File: src/rtl/sid_write_arb.sv
// Two-source write arbiter for the SID register port: a single-entry A holding
// register and a B FIFO, arbitrated on clkEn slots with an A-starvation limit for B.
module sid_write_arb #(
   parameter int FIFO_DEPTH = 4,
   parameter int FAIR_MAX   = 2
) (
   input  logic                        clk,
   input  logic                        iRstN,
   input  logic                        clkEn,
   input  logic                        iAValid,
   output logic                        oAReady,
   input  logic [4:0]                  iAAddr,
   input  logic [7:0]                  iAData,
   input  logic                        iBValid,
   output logic                        oBReady,
   input  logic [4:0]                  iBAddr,
   input  logic [7:0]                  iBData,
   output logic                        oWE,
   output logic [4:0]                  oAddr,
   output logic [7:0]                  oData,
   output logic                        oGrantB,
   output logic [$clog2(FIFO_DEPTH):0] oBLevel
);

   localparam int AW = $clog2(FIFO_DEPTH);
   localparam int LW = AW + 1;
   localparam logic [LW-1:0] DEPTH_L = LW'(FIFO_DEPTH);
   localparam logic [2:0]    FAIR_L  = 3'(FAIR_MAX);

   logic [12:0]   mem_q [FIFO_DEPTH];
   logic [AW-1:0] wr_ptr_q, wr_ptr_d;
   logic [AW-1:0] rd_ptr_q, rd_ptr_d;
   logic [LW-1:0] level_q, level_d;
   logic          a_full_q, a_full_d;
   logic [4:0]    a_addr_q, a_addr_d;
   logic [7:0]    a_data_q, a_data_d;
   logic [2:0]    starve_q, starve_d;
   logic          we_q, we_d;
   logic          grant_b_q, grant_b_d;
   logic [4:0]    addr_q, addr_d;
   logic [7:0]    data_q, data_d;

   logic          a_accept;
   logic          b_push;
   logic          b_pend;
   logic          grant_a;
   logic          grant_b;
   logic [12:0]   b_head;

   always_comb begin
      a_accept = iAValid && !a_full_q;
      b_push   = iBValid && (level_q < DEPTH_L);
      b_pend   = (level_q != '0);
      // Pending state is taken from registers only, so nothing accepted this
      // cycle can be granted before the next cycle.
      grant_a  = clkEn && a_full_q && (!b_pend || (starve_q != FAIR_L));
      grant_b  = clkEn && b_pend && !grant_a;
      b_head   = mem_q[rd_ptr_q];

      a_full_d = a_full_q;
      a_addr_d = a_addr_q;
      a_data_d = a_data_q;
      if (a_accept) begin
         a_full_d = 1'b1;
         a_addr_d = iAAddr;
         a_data_d = iAData;
      end else if (grant_a) begin
         a_full_d = 1'b0;
      end

      wr_ptr_d = b_push  ? wr_ptr_q + AW'(1) : wr_ptr_q;
      rd_ptr_d = grant_b ? rd_ptr_q + AW'(1) : rd_ptr_q;
      level_d  = level_q;
      if (b_push && !grant_b) begin
         level_d = level_q + LW'(1);
      end else if (!b_push && grant_b) begin
         level_d = level_q - LW'(1);
      end

      starve_d = starve_q;
      if (grant_b || !b_pend) begin
         starve_d = 3'd0;
      end else if (grant_a) begin
         starve_d = starve_q + 3'd1;
      end

      we_d      = grant_a || grant_b;
      grant_b_d = grant_b;
      addr_d    = addr_q;
      data_d    = data_q;
      if (grant_a) begin
         addr_d = a_addr_q;
         data_d = a_data_q;
      end else if (grant_b) begin
         addr_d = b_head[12:8];
         data_d = b_head[7:0];
      end
   end

   always_ff @(posedge clk or negedge iRstN) begin
      if (!iRstN) begin
         a_full_q  <= 1'b0;
         a_addr_q  <= '0;
         a_data_q  <= '0;
         wr_ptr_q  <= '0;
         rd_ptr_q  <= '0;
         level_q   <= '0;
         starve_q  <= '0;
         we_q      <= 1'b0;
         grant_b_q <= 1'b0;
         addr_q    <= '0;
         data_q    <= '0;
      end else begin
         a_full_q  <= a_full_d;
         a_addr_q  <= a_addr_d;
         a_data_q  <= a_data_d;
         wr_ptr_q  <= wr_ptr_d;
         rd_ptr_q  <= rd_ptr_d;
         level_q   <= level_d;
         starve_q  <= starve_d;
         we_q      <= we_d;
         grant_b_q <= grant_b_d;
         addr_q    <= addr_d;
         data_q    <= data_d;
      end
   end

   // Storage carries no reset; validity is tracked entirely by the pointers.
   always_ff @(posedge clk) begin
      if (b_push) begin
         mem_q[wr_ptr_q] <= {iBAddr, iBData};
      end
   end

   assign oAReady = !a_full_q;
   assign oBReady = (level_q < DEPTH_L);
   assign oWE     = we_q;
   assign oAddr   = addr_q;
   assign oData   = data_q;
   assign oGrantB = grant_b_q;
   assign oBLevel = level_q;

endmodule

File: config.mk
export PLATFORM = sky130hd
export DESIGN_NAME = sid_write_arb
export DESIGN_NICKNAME = d
export VERILOG_FILES = /design/src/rtl/sid_write_arb.sv
export SDC_FILE = /design/constraint.sdc
export NUM_CORES = 1
export LEC_CHECK = 0
export ABC_AREA = 1
export CAP_MARGIN = 20
export CORE_ASPECT_RATIO = 1.1
export CORE_MARGIN = 5
export CORE_UTILIZATION = 49
export DETAILED_ROUTE_END_ITERATION = 8
export GPL_TIMING_DRIVEN = 0
export PLACE_DENSITY_LB_ADDON = 0.3
export SLEW_MARGIN = 40
export SYNTH_ARGS = -nofsm -noshare
export SYNTH_HDL_FRONTEND = slang
export SYNTH_SLANG_ARGS = --single-unit
export TNS_END_PERCENT = 20
File: constraint.sdc
create_clock -name clk -period 2 [get_ports clk]
set_input_delay 0.4 -clock clk [delete_from_list [all_inputs] [get_ports clk]]
set_output_delay 0.4 -clock clk [all_outputs]
set_load 0.02 [all_outputs]
==> key figures <==
Yosys
  – Syn Inst Count: 345
  – Synth Warn #: 0
  – Ys async rst share: between 40% and 50%
  – Sequential element share of the synthesized area: 65.7%
  – Synthesized flop and latch total: a little over 90
  – Syn nets: 384
  – EDFF count, synth: 52
  – Synth area leader: edfxtp_1
  – Syn Std Cell Area: 3860 µm²
  – Mapped Avg Cell Area: approximately 11 µm²
  – Netlist cell types: 26
  – Leading register cell type out of synthesis: edfxtp_1
  – Yosys top cell area share: 40.4%
  – Commonest cells in the netlist: nand2_1, edfxtp_1, nor2_1
  – Synth area leaders: edfxtp_1, dfrtp_1, nand2_1
  – Count leader, synth: nand2_1

Die
  – Die area: 9760 µm²
  – Starting density of the core: 49.6%
  – Cell row count: 34
  – Core area: 7780 µm²
  – IO Pins: 51
  – Die Ht: 103 µm
  – Die X: 94.6 µm

Global route
  – GRT overflow: 0
  – Largest net degree at the start of global routing: 40
  – Initial antenna violation count: 0
  – Gr usage total: between 10% and 20%
  – First-pass GRT wire length: 12800 µm
  – Vias in the first global route: approximately 2700

STA
  – Final setup fails: 0
  – Layout Skew: 0.0110 ns
  – Slew margin rel.: 49.0%
  – Setup tns final: 0 ns
  – Fmax: a little over 500 MHz
  – Max Slew Vio Count: 0
  – Worst slew pin tran: 0.765 ns
  – Post-route minimum period: 1.95 ns
  – Tcrit/Tclk final: 97.6%
  – Final hold viol count: 0

Clock tree
  – Max Root-Sink Buffers: 2
  – CTS tree: built
  – Clock Root Buffer: clkbuf_8
  – Num CTS Buffers: 9
  – H-tree depth: 3
  – Clock Latency Late Sink: around 0.37 ns
  – CTS clk-pin slew, worst paths: 0.10 ns
  – Sinks on the clock net: 91

Hold path
  – Startpoint of the worst hold path: a_addr_q[3]
  – Worst hold path type: reg2reg
  – Worst Hold Depth: 1
  – Hold Path Sink: a_addr_q[3]

Power
  – Leak: 0.00201 µW
  – Peak VDD IR: roughly 0.47 mV
  – Power per cell area: 1410 nW/µm²

Finish
  – Area taken by multi-input logic gates: 1180 µm²
  – Area Overhead vs Synth: 26.0%
  – Non-filler cells, final: 533
  – Antenna Cells: 0
  – Nets@finish: 459
  – Layout cells sized above 1: 19.3%
  – Seq. cell area: ~2500 µm²
  – # fillers: 608

Worst setup path
  – Critical path peak fanout: 2
  – Crit path kind: reg2reg
  – Reg-to-Reg End: oBLevel[1]
  – CP arrival: roughly 2.2 ns
  – R2r startpoint: starve_q[0]
  – Reg2reg path depth: 11
  – Element type at the critical path end: flop
  – Reg2Reg Setup Slack: 0.05 ns
  – Startpoint Class: flop
  – Required time of the worst setup path: 2.25 ns

Detailed routing
  – WL final: around 7900 µm
  – Drt first pass iters: 4
  – Via Count: 2609
  – Via/cell ratio: 4.89
  – Iter 0 DRT Violations: roughly 100
  – Final ANT Viol Nets: 0
  – Per-cell routed wire length: 14.7 µm
  – DRC Markers: 0

Outcome
  – Status: complete, no violations

Flow run
  – Max-cap viol count: 0

Place
  – Port-buffer cells: 50
  – Placed cells: 503
  – HPWL after detailed placement: 5230 µm
  – Routability cong.: 0.763
==> power breakdown <==
part           internal (µW)  switching, µW  leakage, µW  total [µW]
clock network            483            709    0.0000951        1190
registers               2520            282     0.000939        2800
logic                   1240           1610     0.000979        2850
==> registers in the layout, indices dropped and copies added (netlist names) <==
signal    cells
oAddr         5
rd_ptr_q      2
oGrantB       1
oData         8
starve_q      3
a_full_q      1
wr_ptr_q      2
a_data_q      8
a_addr_q      5
oWE           1
mem_q        52
oBLevel       3
==> cell type report <==
class | count | area share [%]
inverter | 33 | 2.70
tap | 108 | 2.78
sequential | 91 | 52.2
timing repair buffer | 64 | 12.4
multi-input combinational | 208 | 24.2
clock inverter | 7 | 1.44
buffer | 13 | 1.65
clock buffer | 9 | 2.55
==> metal layers <==
layer	global-route usage, %	vias up	share of wire, %
met4	9.99	0	2.6
met3	2.85	12	3.4
met1	20.6	1240	43
li1	-	1297	-
met2	30.1	60	51
met5	0	-	0
==> cells by family (layout without fill, tap and decap cells) <==
family / Yosys count / in the layout / synth area share (%)
XOR/XNOR: 4 / 4 / 0.907
flip-flops: 91 / 91 / 65.7
adder cells (fa/ha/maj): 8 / 8 / 2.79
buffers and inverters: 46 / 126 / 5.41
AO/OA/AOI/OAI: 44 / 44 / 5.77
AND/OR/NAND/NOR: 138 / 138 / 15.3
multiplexers: 14 / 14 / 4.08
==> repair_timing <==
item                       in CTS  in global routing
hold buffers                    1                  0
gates resized for setup         6                 10
pin swaps                       4                  7
setup buffers                   8                  5
hold endpoints to repair       14                  0
setup endpoints to repair       2                  2
==> how the worst max path moves through the flow <==
| stage | end | start | cells past startpoint |
|---|---|---|---|
| after floorplan | oBLevel[1] | starve_q[0] | 11 |
| after global placement | oBLevel[0] | iRstN | 1 |
| after detailed placement | oBLevel[2] | clkEn | 11 |
| after CTS | oBLevel[1] | starve_q[0] | 11 |
| after global routing | oBLevel[1] | starve_q[0] | 11 |
| final | oBLevel[1] | starve_q[0] | 11 |
==> cells in the final DEF, fill, tap and decap left out, types with 9 or more instances in the layout <==
| cell type | n |
|---|---|
| nor2_1 | 42 |
| dfrtp_1 | 36 |
| clkdlybuf4s50_1 | 48 |
| mux2_2 | 13 |
| nand3_1 | 29 |
| clkbuf_8 | 9 |
| inv_1 | 24 |
| buf_4 | 19 |
| edfxtp_1 | 52 |
| o21ai_0 | 36 |
| nand2_1 | 53 |
==> critical path, cell delays in order, from the launching register on <==
cell     delay, ns
dfrtp_1       0.41
inv_2         0.08
ha_4          0.13
inv_2         0.04
nor2_4        0.09
nand2_4       0.07
nand2_4       0.07
nand2_4       0.06
ha_4          0.15
inv_2         0.06
fa_2          0.43
mux2_4        0.27
==> stage by stage <==
stage	area (µm²)	util [%]	hold WS, ns	total power, µW	setup WS [ns]
finish	4860	62.5	0.520	6850	0.0487
detailed placement	4510	57.9	0.399	5470	-0.493
global placement	4500	57.8	0.493	5350	-0.522
CTS	4780	61.4	0.521	6750	0.00560
global route	4860	62.5	0.530	7310	-0.0212
floorplan	3870	-	0.104	4490	-0.00202
Note: power is estimated with default switching activity, not from simulation.
